<file path="src/rtl/fp_arb_pkg.sv">
// Shared state encoding, operand-pair payload and constants for fp_mul_arbiter.
package fp_arb_pkg;

  localparam int unsigned FP_W = 32;
  localparam logic [FP_W-1:0] FP_QNAN = 32'h7FC0_0000;

  typedef enum logic [2:0] {
    IDLE,
    SEND_A,
    SEND_B,
    WAIT_PROD,
    RESP
  } arb_state_e;

  typedef struct packed {
    logic [FP_W-1:0] a;
    logic [FP_W-1:0] b;
  } fp_pair_t;

endpackage

</file>
<file path="src/rtl/fp_mul_arbiter_rr_picker.sv">
// Combinational round-robin pick: first set request at or above ptr, wrapping.
module rr_picker #(
  parameter int unsigned NUM_REQ = 4,
  localparam int unsigned IDX_W = $clog2(NUM_REQ)
) (
  input  logic [NUM_REQ-1:0] req_i,
  input  logic [IDX_W-1:0]   ptr_i,
  output logic [NUM_REQ-1:0] gnt_oh_c,
  output logic [IDX_W-1:0]   gnt_idx_c,
  output logic               any_c
);

  always_comb begin
    int unsigned      idx;
    logic [IDX_W-1:0] sel;
    gnt_oh_c  = '0;
    gnt_idx_c = '0;
    any_c     = 1'b0;
    idx       = 0;
    sel       = '0;
    for (int unsigned k = 0; k < NUM_REQ; k++) begin
      idx = (32'(ptr_i) + k) % NUM_REQ;
      sel = IDX_W'(idx);
      if (!any_c && req_i[sel]) begin
        any_c          = 1'b1;
        gnt_oh_c[sel]  = 1'b1;
        gnt_idx_c      = sel;
      end
    end
  end

endmodule

</file>
<file path="src/rtl/fp_mul_arbiter.sv">
// Shares one strobe/ack FP multiplier among NUM_REQ requesters, one op in flight.
// Optional watchdog with mul_abort output when FP_ARB_WDOG_EN is defined.
module fp_mul_arbiter
  import fp_arb_pkg::*;
#(
  parameter int unsigned NUM_REQ        = 4,
  parameter int unsigned TIMEOUT_CYCLES = 64,
  localparam int unsigned IDX_W = $clog2(NUM_REQ)
) (
  input  logic                    clk,
  input  logic                    reset,
  input  logic [NUM_REQ-1:0]      req_valid,
  output logic [NUM_REQ-1:0]      req_ready,
  input  logic [FP_W*NUM_REQ-1:0] req_a,
  input  logic [FP_W*NUM_REQ-1:0] req_b,
  output logic [NUM_REQ-1:0]      resp_valid,
  input  logic [NUM_REQ-1:0]      resp_ready,
  output logic [FP_W-1:0]         resp_data,
  output logic                    resp_err,
  output logic [FP_W-1:0]         mul_a,
  output logic                    mul_a_stb,
  input  logic                    mul_a_ack,
  output logic [FP_W-1:0]         mul_b,
  output logic                    mul_b_stb,
  input  logic                    mul_b_ack,
  input  logic [FP_W-1:0]         mul_prod,
  input  logic                    mul_prod_stb,
  output logic                    mul_prod_ack,
`ifdef FP_ARB_WDOG_EN
  output logic                    mul_abort,
`endif
  output logic                    busy,
  output logic [IDX_W-1:0]        grant_id
);

  if (NUM_REQ < 2 || NUM_REQ > 8 || TIMEOUT_CYCLES < 2) begin : g_bad_cfg
    $error("fp_mul_arbiter: unsupported NUM_REQ or TIMEOUT_CYCLES");
  end

  arb_state_e         state_q, state_d;
  logic [IDX_W-1:0]   rr_ptr_q, rr_ptr_d;
  logic [IDX_W-1:0]   grant_id_q, grant_id_d;
  logic [NUM_REQ-1:0] gnt_oh_q, gnt_oh_d;
  logic [NUM_REQ-1:0] req_ready_q, req_ready_d;
  logic [NUM_REQ-1:0] resp_valid_q, resp_valid_d;
  fp_pair_t           op_q, op_d;
  logic [FP_W-1:0]    resp_data_q, resp_data_d;
  logic               mul_a_stb_q, mul_a_stb_d;
  logic               mul_b_stb_q, mul_b_stb_d;
  logic               mul_prod_ack_q, mul_prod_ack_d;
  logic               busy_q, busy_d;

  logic [NUM_REQ-1:0] pick_oh;
  logic [IDX_W-1:0]   pick_idx;
  logic               pick_any;
  fp_pair_t           req_pair [NUM_REQ];

`ifdef FP_ARB_WDOG_EN
  localparam int unsigned WDOG_W = $clog2(TIMEOUT_CYCLES + 1);
  logic [WDOG_W-1:0] wdog_q, wdog_d;
  logic              abort_q, abort_d;
  logic              resp_err_q, resp_err_d;
`endif

  for (genvar gi = 0; gi < NUM_REQ; gi++) begin : g_pair
    assign req_pair[gi] = {req_a[gi*FP_W +: FP_W], req_b[gi*FP_W +: FP_W]};
  end

  rr_picker #(.NUM_REQ(NUM_REQ)) u_picker (
    .req_i     (req_valid),
    .ptr_i     (rr_ptr_q),
    .gnt_oh_c  (pick_oh),
    .gnt_idx_c (pick_idx),
    .any_c     (pick_any)
  );

  // Next state; output registers are derived from the next state at the end.
  always_comb begin
    state_d     = state_q;
    rr_ptr_d    = rr_ptr_q;
    grant_id_d  = grant_id_q;
    gnt_oh_d    = gnt_oh_q;
    op_d        = op_q;
    resp_data_d = resp_data_q;
    req_ready_d = '0;
`ifdef FP_ARB_WDOG_EN
    wdog_d      = wdog_q;
    abort_d     = 1'b0;
    resp_err_d  = resp_err_q;
`endif
    case (state_q)
      IDLE: begin
        if (pick_any) begin
          state_d     = SEND_A;
          op_d        = req_pair[pick_idx];
          req_ready_d = pick_oh;
          grant_id_d  = pick_idx;
          gnt_oh_d    = pick_oh;
          rr_ptr_d    = (32'(pick_idx) == NUM_REQ - 1) ? '0 : pick_idx + 1'b1;
        end
      end
      SEND_A:    if (mul_a_stb_q && mul_a_ack) state_d = SEND_B;
      SEND_B:    if (mul_b_stb_q && mul_b_ack) state_d = WAIT_PROD;
      WAIT_PROD: begin
        if (mul_prod_ack_q && mul_prod_stb) begin
          resp_data_d = mul_prod;
          state_d     = RESP;
        end
      end
      RESP:      if ((resp_valid_q & resp_ready) != '0) state_d = IDLE;
      default:   state_d = IDLE;
    endcase
`ifdef FP_ARB_WDOG_EN
    // Watchdog overrides whatever the multiplier handshake did this cycle.
    if (state_q == IDLE) begin
      wdog_d = '0;
      if (pick_any) resp_err_d = 1'b0;
    end else if (state_q inside {SEND_A, SEND_B, WAIT_PROD}) begin
      if (wdog_q == WDOG_W'(TIMEOUT_CYCLES - 1)) begin
        state_d     = RESP;
        resp_data_d = FP_QNAN;
        resp_err_d  = 1'b1;
        abort_d     = 1'b1;
      end else begin
        wdog_d = wdog_q + 1'b1;
      end
    end
`endif
    mul_a_stb_d    = (state_d == SEND_A);
    mul_b_stb_d    = (state_d == SEND_B);
    mul_prod_ack_d = (state_d == WAIT_PROD);
    resp_valid_d   = (state_d == RESP) ? gnt_oh_d : '0;
    busy_d         = (state_d != IDLE);
  end

  always_ff @(posedge clk or posedge reset) begin
    if (reset) begin
      state_q        <= IDLE;
      rr_ptr_q       <= '0;
      grant_id_q     <= '0;
      gnt_oh_q       <= '0;
      req_ready_q    <= '0;
      resp_valid_q   <= '0;
      op_q           <= '0;
      resp_data_q    <= '0;
      mul_a_stb_q    <= 1'b0;
      mul_b_stb_q    <= 1'b0;
      mul_prod_ack_q <= 1'b0;
      busy_q         <= 1'b0;
    end else begin
      state_q        <= state_d;
      rr_ptr_q       <= rr_ptr_d;
      grant_id_q     <= grant_id_d;
      gnt_oh_q       <= gnt_oh_d;
      req_ready_q    <= req_ready_d;
      resp_valid_q   <= resp_valid_d;
      op_q           <= op_d;
      resp_data_q    <= resp_data_d;
      mul_a_stb_q    <= mul_a_stb_d;
      mul_b_stb_q    <= mul_b_stb_d;
      mul_prod_ack_q <= mul_prod_ack_d;
      busy_q         <= busy_d;
    end
  end

`ifdef FP_ARB_WDOG_EN
  always_ff @(posedge clk or posedge reset) begin
    if (reset) begin
      wdog_q     <= '0;
      abort_q    <= 1'b0;
      resp_err_q <= 1'b0;
    end else begin
      wdog_q     <= wdog_d;
      abort_q    <= abort_d;
      resp_err_q <= resp_err_d;
    end
  end

  assign mul_abort = abort_q;
  assign resp_err  = resp_err_q;
`else
  assign resp_err  = 1'b0;
`endif

  assign req_ready    = req_ready_q;
  assign resp_valid   = resp_valid_q;
  assign resp_data    = resp_data_q;
  assign mul_a        = op_q.a;
  assign mul_a_stb    = mul_a_stb_q;
  assign mul_b        = op_q.b;
  assign mul_b_stb    = mul_b_stb_q;
  assign mul_prod_ack = mul_prod_ack_q;
  assign busy         = busy_q;
  assign grant_id     = grant_id_q;

endmodule

</file>
<file path="config.mk">
export PLATFORM = sky130hd
export DESIGN_NAME = fp_mul_arbiter
export DESIGN_NICKNAME = d
export VERILOG_FILES = /design/src/rtl/fp_arb_pkg.sv /design/src/rtl/fp_mul_arbiter_rr_picker.sv /design/src/rtl/fp_mul_arbiter.sv
export SDC_FILE = /design/constraint.sdc
export NUM_CORES = 1
export LEC_CHECK = 0
export ABC_CLOCK_PERIOD_IN_PS = 5350
export CORE_AREA = 5 5 158 160
export CTS_CLUSTER_DIAMETER = 150
export CTS_CLUSTER_SIZE = 8
export DETAILED_ROUTE_END_ITERATION = 10
export DIE_AREA = 0 0 163 165
export PLACE_DENSITY_LB_ADDON = 0.2
export SLEW_MARGIN = 10
export SYNTH_ARGS = -nofsm -noshare
export SYNTH_HDL_FRONTEND = slang
export SYNTH_SLANG_ARGS = --single-unit
</file>
<file path="constraint.sdc">
create_clock -name clk -period 5.35 [get_ports clk]
set_input_delay 1.07 -clock clk [delete_from_list [all_inputs] [get_ports clk]]
set_output_delay 1.07 -clock clk [all_outputs]
set_load 0.01 [all_outputs]
</file>
* Word-level counts from Yosys, hierarchy flattened *
Cells that the tools add are included.

operators by class
  magnitude comparators = 9
  reduce and logical (&&, ||, !) cells = 18
  add/sub/neg operators = 4
  eq/ne operators = 9
  mux-type cells = 43
  bitwise logic cells = 5

operators by type and width
  kind                                                                                 number
  64-bit binary-select mux with 2-bit select                                           1
  64-bit two-way mux                                                                   2
  4-bit two-way mux                                                                    9
  3-bit two-way mux                                                                    5
  3-bit one-hot mux with 5 select lines                                                1
  3-bit by 2-bit equality test with 1-bit output, second input constant                4
  2-bit by 3-bit < comparator with 1-bit output, second input constant                 4
  1-bit two-way mux                                                                    12
  4-bit bitwise OR                                                                     3
  1-bit logical AND                                                                    10
  2-bit two-way mux                                                                    5
  1-bit binary-select mux with 2-bit select                                            4
  1-bit demux with 2-bit select                                                        4
  2-bit by 1-bit greater-or-equal comparator with 1-bit output, second input constant  4
  3-bit by 1-bit equality test with 1-bit output, second input constant                2
  3-bit equality test, second input constant                                           2
  2-bit by 1-bit adder with 2-bit output, second input constant                        2
  2-bit adder, second input constant                                                   2
  4-bit AND                                                                            1
  2-bit AND reduction                                                                  2
  4-bit nonzero test                                                                   1
  3-bit greater-or-equal comparator, second input constant                             1
  1-bit zero test                                                                      3
  3-bit zero test                                                                      1
  3 further kinds                                                                      3

storage, ports and cells
  output and inout port bits = 111
  logic and storage cells = 101
  bits in registers = 119
  input port bits = 301

* Longest topological paths before layout *
  depth in word-level cells = 16
  gate-level depth with buffers = 11
  depth with buffers taken out = 8

* Cells and area by module *
Synthesis repeated with hierarchy kept, for this count alone.

unflattened totals
  cell total of the unflattened synthesis = 537
  area, all modules = 6,451.2 um^2

by module, submodules not included
  module          cells each  sequential area each (um^2)  instances  area an instance (um^2)
  fp_mul_arbiter  492         2,977.9                      1          6,029.5
  rr_picker       45          0.0                          1          421.7

* Worst setup path before layout *
OpenSTA, ideal clock, no wires.

  path type = reg-to-reg
  start = reg rr_ptr_q[0]
  end = reg op_q, in the netlist mul_a[10]
  stages on the path, launching flop included = 11
  data arrival time = 2.705 ns
  data required time = 5.268 ns
  path buffers = 3
  clock period less this slack = 2.787 ns
  library setup time = 0.082 ns
  setup slack = 2.563 ns
  cell sequence = dfrtp_1 > buf_6 > inv_1 > ha_1 > mux4_2 > clkbuf_1 > o211a_1 > o21ai_4 > buf_6 > o22ai_1 > a31oi_1

between the ends
  longest elaborated chain between the ends = 16
  elaborated cells on any way between the ends = 30
  those cells by class = add/sub: 3; mux: 19; bitwise: 1; reduce/logical: 7

ends and longest elaborated chain
  element                                                                                          line                   text
  from (decl)                                                                                      fp_mul_arbiter.sv:41   logic [IDX_W-1:0] rr_ptr_q, rr_ptr_d;
  from (signal assigned)                                                                           fp_mul_arbiter.sv:152  rr_ptr_q <= rr_ptr_d;
  parallel branches: the longest is 16 deep, another holds 2-bit by 1-bit adder with 2-bit output  --
  to (signal assigned)                                                                             fp_mul_arbiter.sv:157  op_q <= op_d;
  to (decl)                                                                                        fp_mul_arbiter.sv:46   fp_pair_t op_q, op_d;

Parallel ways; which one is timed is not known. The select of a mux whose other input is x is not followed.
A chain may end at the register's enable or synchronous reset.

* Final worst setup path *
  start = reg rr_ptr_q[0]
  end = reg op_q, in the netlist mul_a[12]

Same word-level chain as after synthesis.

==> impl_metrics.ini <==
[outcome]
status = completed

[setup_path]
critPathKind = reg2reg
cp-start-kind = flip-flop
required_ps = 5630
slowest_delay_ps = 700
crit_top_cell = a31oi_1
startpoint = rr_ptr_q[0]
ff2ff_setup_slack_ps = 1530
crit_slowest_cell = dfrtp_1
crit_fanout = 35
cp-end-kind = flip-flop
crit_path_cell_trace = inv_1 > ha_1 > mux4_2 > nand2b_1 > a21oi_1 > a31oi_1 > nor2_4 > buf_12 > a31oi_1
r2r-start = rr_ptr_q[0]
crit_arrival_ps = 4090

[routing]
route.vias.total = 6437
vias_per_cell = 4.77
route.met3.wl_mm = 2.36
wl_met1_mm = 10.1
wl_per_cell_um = 19.6
drtPass1Iterations = 4
route.met2.wl_mm = 13.3
drc = 0
ant_nets = 0
dr.max_layer_used = met5
drt_wl_total_mm = 26.4
drt_iter0_drc = 245

[placement]
hpwlAfterDp_mm = 19.9
io_buffers = 410
routabilityCongestion = 0.838
place_area_um2 = 10700
post-place-ws_ps = 1260

[synth]
async_reset_ff_share_pct = 100
synthFlopType = dfrtp_1
syn_area_um2 = 6320
ys_seq_elements = 119
synth.top_cell.area_share_pct = 47.1
synthesis.nets = 935
syn_avg_cell_area_um2 = 10.1
synth_edf_count = 0
postSynthCellCount = 628
synth_top_area_cell = dfrtp_1
synthTopCellsByArea = dfrtp_1, mux2_2, nand2_1
synth-seq-area-share_pct = 47.1
yosys_warnings = 0
synth_cell_types = 41

[cts]
htreeDepth = 4
root_buffer = clkbuf_16
clockBufferDepth = 2
clock-sinks = 119
numCtsBuffers = 17
cts_tree = yes
insertion_delay_ps = 410
cts_hold_buf = 0
cts_setup_buffers = 0
clk_pin_slew_ps = 50
cts_resized = 0

[floorplan]
die_h_um = 165
num_rows = 56
die_w_um = 163
die-area_um2 = 26900
core_um2 = 23300
ios = 412
initial_core_util_pct = 27.2

[pwr]
p_leak_nw = 4.45
p_per_area_nw_per_um2 = 559
irDropWorstVdd_mv = 0.417
p_total_w = 0.00631

[layout]
layout_commonest_cell = clkdlybuf4s50_1
stdcell_area_um2 = 11300
drive_gt1_share_pct = 14.3
area_growth_pct = 78.3
final_cell_mix = clkdlybuf4s50_1, nand2_1, dfrtp_1, mux2_2, a31oi_1
fin_nets = 1323
utilization_pct = 48.5

[sta]
finClkSkew_ps = 6.90
maxSlewViolCount = 0
worst_slew_pin_slew_ps = 952
finalWorstSetupSlack_ps = 1530
slew-limit-headroom_pct = 36.4
max_freq_ghz = 0.262
grt_setup_unrepaired = false
min_period_ps = 3820
setup_tns_ps = 0
hold_viol_final = 0
fin_crit_sh_pct = 71.3
setup_viol = 0

[global_routing]
grt_pass1_vias = 6779
antenna_found_initial = 3
grt_first_pass_wirelength_mm = 38.8
grt_overflow = 0
grt_max_degree = 81
grt_use_total_pct = 18.7

[hold_path]
min_path_type = reg2reg
min_from = gnt_oh_q[3]

[job]
cap_violations = 0
[layer usage]
metal / track usage [%] / vias up
met4: 7.24 / 2
met5: 0 / -
met2: 32.5 / 298
met1: 21.3 / 3017
met3: 6.36 / 42
li1: - / 3078
[registers in the layout, summed over array words and instances, names as in the netlist]
register / flops
busy: 1
gnt_oh_q: 4
grant_id: 2
mul_a: 32
mul_a_stb: 1
mul_b: 32
mul_b_stb: 1
mul_prod_ack: 1
req_ready: 4
resp_data: 32
resp_valid: 4
rr_ptr_q: 2
state_q: 3
[report_power, final]
part / switching, W / internal (W)
clock: 0.000424 / 0.000696
combinational: 0.00178 / 0.00181
sequential: 0.000257 / 0.00134
total: 0.00246 / 0.00384
[through the flow]
step / hold slack (ps) / std cells
2_1_floorplan: 452 / 628
3_3_place_gp: 471 / 1316
3_5_place_dp: 478 / 1316
4_1_cts: 489 / 1348
5_1_grt: 518 / 1350
6_report: 487 / 1350
[worst max-delay path: cells and delay by family, from the launching register on]
family | cells | cell delay, ps
buffers and inverters | 2 | 530
muxes | 1 | 650
AOI/OAI and AO/OA | 3 | 350
DFF | 1 | 700
adders and majority gates | 1 | 470
and+or+nand+nor | 2 | 920
[synth_stat cells, drive strengths merged, types with 6 or more instances]
library cell,number
nand2,135
dfrtp,119
mux2,97
a31oi,66
o22ai,65
buf,25
clkbuf,24
nor2,23
a21oi,11
nor3,9
ha,6
nor2b,6
o21ai,6
[cell families (layout without fill, tap and decap cells)]
family | after synthesis | count (layout) | share of synthesized area, %
adder cells (fa/ha/maj) | 6 | 6 | 1.19
flip-flops | 119 | 119 | 47.1
other | 1 | 3 | 0.0593
XOR/XNOR | 1 | 1 | 0.139
AND/OR/NAND/NOR | 185 | 185 | 12.1
multiplexers | 103 | 103 | 19.0
AO/OA/AOI/OAI | 159 | 159 | 16.0
buffers and inverters | 54 | 455 | 4.43
[final cells by class]
class | count | area [um^2]
clock buffer | 20 | 447
sequential | 119 | 2980
tap | 319 | 399
fill | 2193 | 12000
clock inverter | 12 | 128
antenna | 2 | 5.00
timing repair buffer | 418 | 4200
multi-input combinational | 455 | 3100
inverter | 5 | 21.3
[path summary, 6_finish.rpt]
check | endpoint | depth (start not counted)
setup / recovery | mul_a[12] | 9
hold / removal | resp_valid[3] | 2
setup reg to reg | mul_a[12] | 9
hold reg to reg | resp_valid[3] | 2
max in group asynchronous | mul_b[28] | 3
min in group asynchronous | resp_data[1] | 2
Note: power is estimated with default switching activity, not from simulation.
